`src/rtl/spi_pkg.sv`:
```
// spi_pkg - shared FSM encoding and defaults for the spi_slave responder.
// Rev 1.0
`default_nettype none

package spi_pkg;

  typedef enum logic [1:0] {
    S_IDLE  = 2'd0,
    S_ARMED = 2'd1,
    S_DONE  = 2'd2
  } spis_state_e;

  localparam logic [7:0] FILL_BYTE_DEFAULT = 8'hFF;

endpackage

`default_nettype wire

```
`src/rtl/spi_sync.sv`:
```
// spi_sync - SYNC_STAGES-deep flop chain with clock enable and async active-low reset.
// Rev 1.0
`default_nettype none

module spi_sync #(
  parameter int   SYNC_STAGES = 2,
  parameter logic RESET_VALUE = 1'b0
) (
  input  logic clock,
  input  logic reset,
  input  logic clock_valid,
  input  logic d_i,
  output logic q_o
);

  logic [SYNC_STAGES-1:0] sync_q;

  always_ff @(posedge clock or negedge reset) begin
    if (!reset) begin
      sync_q <= {SYNC_STAGES{RESET_VALUE}};
    end else if (clock_valid) begin
      for (int i = SYNC_STAGES - 1; i > 0; i--) begin
        sync_q[i] <= sync_q[i-1];
      end
      sync_q[0] <= d_i;
    end
  end

  assign q_o = sync_q[SYNC_STAGES-1];

endmodule

`default_nettype wire

```
`src/rtl/spi_slave.sv`:
```
// spi_slave - SPI mode-3 responder with a 4-phase command/response handshake.
// Rev 1.0. Optional sticky overrun flag: define SPI_SLAVE_OVERRUN_EN.
`default_nettype none

module spi_slave
  import spi_pkg::*;
#(
  parameter int         SYNC_STAGES = 2,
  parameter logic [7:0] FILL_BYTE   = FILL_BYTE_DEFAULT
) (
  input  logic       clock,
  input  logic       reset,
  input  logic       clock_valid,
  input  logic       sck,
  input  logic       ss,
  input  logic       mosi,
  output logic       miso,
  output logic       miso_oe,
  input  logic       spis_command,
  input  logic [7:0] spis_send_data,
  output logic       spis_response,
  output logic [7:0] spis_receive_data
`ifdef SPI_SLAVE_OVERRUN_EN
  ,
  output logic       spis_overrun
`endif
);

  logic sck_s, ss_s, mosi_s;

  spi_sync #(.SYNC_STAGES(SYNC_STAGES), .RESET_VALUE(1'b1)) u_sync_sck (
    .clock(clock), .reset(reset), .clock_valid(clock_valid), .d_i(sck), .q_o(sck_s)
  );
  spi_sync #(.SYNC_STAGES(SYNC_STAGES), .RESET_VALUE(1'b1)) u_sync_ss (
    .clock(clock), .reset(reset), .clock_valid(clock_valid), .d_i(ss), .q_o(ss_s)
  );
  spi_sync #(.SYNC_STAGES(SYNC_STAGES), .RESET_VALUE(1'b0)) u_sync_mosi (
    .clock(clock), .reset(reset), .clock_valid(clock_valid), .d_i(mosi), .q_o(mosi_s)
  );

  spis_state_e state_q, state_d;
  logic        sck_prev_q, ss_prev_q;
  logic [7:0]  tx_hold_q, tx_hold_d;
  logic [7:0]  shift_q, shift_d;
  logic [7:0]  rx_q, rx_d;
  logic [2:0]  cnt_q, cnt_d;
  logic        armed_q, armed_d;
  logic        seen_rise_q, seen_rise_d;
  logic        miso_q, miso_d;

  logic        sck_rise, sck_fall, ss_fall, ss_rise, byte_done;
  logic        reload_armed;
  logic [7:0]  reload_byte, shifted;

  always_comb begin
    sck_rise  = sck_s & ~sck_prev_q;
    sck_fall  = ~sck_s & sck_prev_q;
    ss_fall   = ~ss_s & ss_prev_q;
    ss_rise   = ss_s & ~ss_prev_q;
    shifted   = {shift_q[6:0], mosi_s};
    byte_done = sck_rise & ~ss_s & ~ss_fall & (cnt_q == 3'd7);
    // A byte completing its armed handshake leaves S_ARMED, so the next byte must not reuse tx_hold.
    reload_armed = (state_q == S_ARMED) && !(byte_done && armed_q);
    reload_byte  = reload_armed ? tx_hold_q : FILL_BYTE;
  end

  always_comb begin
    state_d     = state_q;
    tx_hold_d   = tx_hold_q;
    shift_d     = shift_q;
    rx_d        = rx_q;
    cnt_d       = cnt_q;
    armed_d     = armed_q;
    seen_rise_d = seen_rise_q;
    miso_d      = miso_q;

    unique case (state_q)
      S_IDLE: begin
        if (spis_command) begin
          state_d   = S_ARMED;
          tx_hold_d = spis_send_data;
        end
      end
      S_ARMED: if (byte_done && armed_q) state_d = S_DONE;
      S_DONE:  if (!spis_command) state_d = S_IDLE;
      default: state_d = S_IDLE;
    endcase

    if (ss_fall) begin
      cnt_d       = 3'd0;
      shift_d     = reload_byte;
      armed_d     = reload_armed;
      miso_d      = reload_byte[7];
      seen_rise_d = 1'b0;
    end else if (ss_rise) begin
      cnt_d       = 3'd0;
      armed_d     = 1'b0;
      seen_rise_d = 1'b0;
    end else if (!ss_s) begin
      if (sck_rise) begin
        if (cnt_q == 3'd7) begin
          if (armed_q) rx_d = shifted;
          cnt_d       = 3'd0;
          shift_d     = reload_byte;
          armed_d     = reload_armed;
          miso_d      = reload_byte[7];
          seen_rise_d = 1'b0;
        end else begin
          shift_d     = shifted;
          cnt_d       = cnt_q + 3'd1;
          seen_rise_d = 1'b1;
        end
      end else if (sck_fall && seen_rise_q) begin
        miso_d = shift_q[7];
      end
    end
  end

  always_ff @(posedge clock or negedge reset) begin
    if (!reset) begin
      state_q     <= S_IDLE;
      sck_prev_q  <= 1'b1;
      ss_prev_q   <= 1'b1;
      tx_hold_q   <= 8'h00;
      shift_q     <= 8'h00;
      rx_q        <= 8'h00;
      cnt_q       <= 3'd0;
      armed_q     <= 1'b0;
      seen_rise_q <= 1'b0;
      miso_q      <= 1'b1;
    end else if (clock_valid) begin
      state_q     <= state_d;
      sck_prev_q  <= sck_s;
      ss_prev_q   <= ss_s;
      tx_hold_q   <= tx_hold_d;
      shift_q     <= shift_d;
      rx_q        <= rx_d;
      cnt_q       <= cnt_d;
      armed_q     <= armed_d;
      seen_rise_q <= seen_rise_d;
      miso_q      <= miso_d;
    end
  end

  assign miso              = miso_q;
  assign miso_oe           = ~ss_s;
  assign spis_response     = (state_q == S_DONE);
  assign spis_receive_data = rx_q;

`ifdef SPI_SLAVE_OVERRUN_EN
  logic overrun_q, overrun_d;

  always_comb begin
    overrun_d = overrun_q | (byte_done & (~armed_q | (state_q == S_DONE)));
  end

  always_ff @(posedge clock or negedge reset) begin
    if (!reset) begin
      overrun_q <= 1'b0;
    end else if (clock_valid) begin
      overrun_q <= overrun_d;
    end
  end

  assign spis_overrun = overrun_q;
`endif

endmodule

`default_nettype wire

```
`config.mk`:
```
export PLATFORM = sky130hd
export DESIGN_NAME = spi_slave
export DESIGN_NICKNAME = d
export VERILOG_FILES = /design/src/rtl/spi_pkg.sv /design/src/rtl/spi_sync.sv /design/src/rtl/spi_slave.sv
export SDC_FILE = /design/constraint.sdc
export NUM_CORES = 1
export LEC_CHECK = 0
export BUFFER_PORTS_ARGS = -buffer_cell sky130_fd_sc_hd__buf_4
export CORE_ASPECT_RATIO = 1.25
export CORE_MARGIN = 3
export CORE_UTILIZATION = 60
export CTS_CLUSTER_DIAMETER = 50
export DETAILED_ROUTE_END_ITERATION = 10
export PLACE_DENSITY = 0.91
export SLEW_MARGIN = 20
export SYNTH_ARGS = -nofsm -noshare
export SYNTH_HDL_FRONTEND = slang
export SYNTH_SLANG_ARGS = --single-unit
```
`constraint.sdc`:
```
create_clock -name clock -period 5.25 [get_ports clock]
set_clock_uncertainty 0.05 [all_clocks]
set_input_delay 0.2625 -clock clock [delete_from_list [all_inputs] [get_ports clock]]
set_output_delay 0.2625 -clock clock [all_outputs]
set_load 0.02 [all_outputs]
```
==> run metrics <==
status=finished, final reports clean; WP data arrival=2580 ps; Worst Setup Path Type=flip-flop to flip-flop; Cell Area, Synth=1850 um2; Syn. warnings=0; Avg Inst Size Synth=12.5 um2; area growth from synthesis to layout=14.4%; synthesized net count=168; unrepaired setup endpoints after global routing=no; first-pass GRT wire length=6.17 mm; clock share of power=17.5%; sequential fraction of the synthesis area=54.5%; Peak VDD IR=0.000300 V; DRT Pass-1 Iters=4; grt met1 use=21.2%; worst-margin pin slew=1030 ps; Period Utilization, post-route=44.9%; CTS Buf Count=5; Worst slew margin=30.9%; met2 Usage GRT=42.0%; Worst R2R Path Depth=5; largest net degree at the start of global routing=41; Final Hold Fails=0; CTS H-tree depth=2; Setup crit end kind=flip-flop; Tot GR Track Use=21.7%; initial DRC count=31; Yosys reg bits=40; # port buffers=25; worst endpoint required time=5470 ps; Unique masters post-synth=34; NetSw=278 uW; Internal Dissipation=573 uW; Slew Viols, Final=0; root buffer cell=clkbuf_4; Max Freq=424 MHz; Vias=1230; detailed placement HPWL=2.65 mm; setup TNS=0 ps; FP Rows=21; initial antenna violation count=0; vias in the first global route=1365; Vias/cell=5.83; Max Cap Viol=0; Die Wd=55.7 um; die area=3790 um2; asr flop ratio synth=100%; number of flops mapped to enable cells by yosys=0; # setup viols final=0; io pins=26; antenna cells=0; WL final=3.57 mm; capturing point of the worst reg2reg path=shift_q[6]; Initial Util=65.9%; Combinational Power Share=26.7%; critical path peak fanout=16; switch share=32.7%; leakage=0.996 nW; fraction of power consumed by sequential logic=55.8%; Core Util, Final=75.3%; Crit Reg-Reg Startpoint=u_sync_ss.sync_q[1]; Min Clock Period, post-route=2360 ps; Main synth FF type=dfrtp_1; worst slack at placement=2930 ps; DR WL/cell=16.9 um; Post-CTS Setup Inserts=0; GPL Wtd Cong=0.779; Clk pin slew, worst setup/hold paths=120 ps; fin nets=196; Skew-Pair Late Insertion Delay=360 ps; CTS tree=built; Hold Path Sink=tx_hold_q[2]; share of layout cells above drive strength 1=39.0%; Cells after Synth=148; R2R setup slack=2890 ps; Pwr Density=402 nW/um2; met3 usage in global routing=6.98%; worst hold start=spis_send_data[2]; Die H=68.1 um; Clock Sinks=40; Worst Hold Depth=2; Residual DRC=0; Core Footprint=2810 um2; CTS max path bufs=2; hold crit path type=primary input to flip-flop; post-route setup slack=2890 ps; Remaining Overflow, GRT=0; Top Usage Layer GRT=met2; Hold WS=78.4 ps; Startpoint Class=flip-flop; Routed Antenna Nets=0
[flip-flops by register name, summed over array words and instances, names as in the netlist]
signal and flops:
shift_q 8, spis_receive_data 8, tx_hold_q 8, cnt_q 3
state_q 2, u_sync_mosi.sync_q 2, u_sync_sck.sync_q 2, u_sync_ss.sync_q 2
armed_q 1, miso 1, sck_prev_q 1, seen_rise_q 1
ss_prev_q 1
[critical path: stages (launching register included)]
cell and delay, ps:
dfstp_2 630, inv_1 100, ha_1 340, o211ai_1 880, nand2_1 160, o21ai_1 130
[cell usage after synthesis (2+ instances only)]
library cell  number  area (um2)
dfrtp_1           33         826
nand2_1           17        63.8
mux2_2            15         169
o21ai_0            9        45.0
mux2_4             8         120
o21ai_1            8        40.0
o22ai_1            8        50.1
dfstp_2            7         184
ha_1               5        62.6
buf_2              4        20.0
inv_1              4        15.0
a21o_1             2        15.0
and2b_1            2        15.0
nand2b_1           2        12.5
nand3b_1           2        15.0
nor2_1             2        7.51
o211ai_1           2        15.0
o31ai_1            2        15.0
[how the worst max path moves through the flow]
stage,start,endpoint,cells past startpoint
floorplan,u_sync_ss.sync_q[1],spis_receive_data[0],6
global placement,u_sync_ss.sync_q[1],spis_receive_data[0],6
detailed placement,u_sync_ss.sync_q[1],shift_q[4],5
CTS,u_sync_ss.sync_q[1],shift_q[4],5
global route,u_sync_ss.sync_q[1],shift_q[6],5
finish,u_sync_ss.sync_q[1],shift_q[6],5
[layout make-up]
type / instances / area [um2]
clock inverters: 1 / 5.00
well taps: 34 / 42.5
multi-input cells: 99 / 803
inverters: 4 / 15.0
repair buffers: 26 / 198
fillers: 181 / 693
clock buffers: 7 / 45.0
flip-flops and latches: 40 / 1010
[stage by stage]
step / cell area [um2] / std cells / power, mW
3_3_place_gp: 2060 / 202 / 0.678
3_5_place_dp: 2060 / 202 / 0.709
2_1_floorplan: 1850 / 148 / 0.629
4_1_cts: 2120 / 211 / 0.857
5_1_grt: 2120 / 211 / 0.908
6_report: 2120 / 211 / 0.851
[metal layers]
layer	up-vias	wire length (um)	share of wire [%]
met4	0	79	2.2
met1	605	1340	38
met2	29	1980	55
met5	-	0	0
met3	10	168	4.7
li1	586	-	-
[cells in the final DEF, fill, tap and decap left out, types with 4 or more instances in the layout]
cell	netlist	routed
dfrtp_1	33	33
buf_4	0	25
nand2_1	17	17
mux2_2	15	15
o21ai_0	9	9
mux2_4	8	8
o22ai_1	8	8
o21ai_1	8	8
dfstp_2	7	7
ha_1	5	5
clkbuf_4	0	5
inv_1	4	4
[logic make-up (layout without fill, tap and decap cells)]
kind of cell | after synthesis | in the layout | synth area share, %
AND/OR/NAND/NOR | 35 | 35 | 11.4
AO/OA/AOI/OAI | 36 | 36 | 13.0
adder cells (fa/ha/maj) | 5 | 5 | 3.38
multiplexers | 23 | 23 | 15.6
flip-flops | 40 | 40 | 54.5
buffers and inverters | 9 | 38 | 2.09
[timing repair]
item	4_1_cts	5_1_grt
hold endpoints to repair	33	0
hold buffers	1	0
resized for setup	0	0
[power groups by stage]
| stage | clock network, mW | registers [mW] | logic (mW) |
|---|---|---|---|
| 2_1_floorplan | 0 | 0.462 | 0.167 |
| 3_3_place_gp | 0 | 0.472 | 0.206 |
| 3_5_place_dp | 0 | 0.480 | 0.229 |
| 4_1_cts | 0.154 | 0.474 | 0.229 |
| 5_1_grt | 0.167 | 0.487 | 0.253 |
| 6_report | 0.149 | 0.475 | 0.228 |
Power figures use the tool's default switching activity.
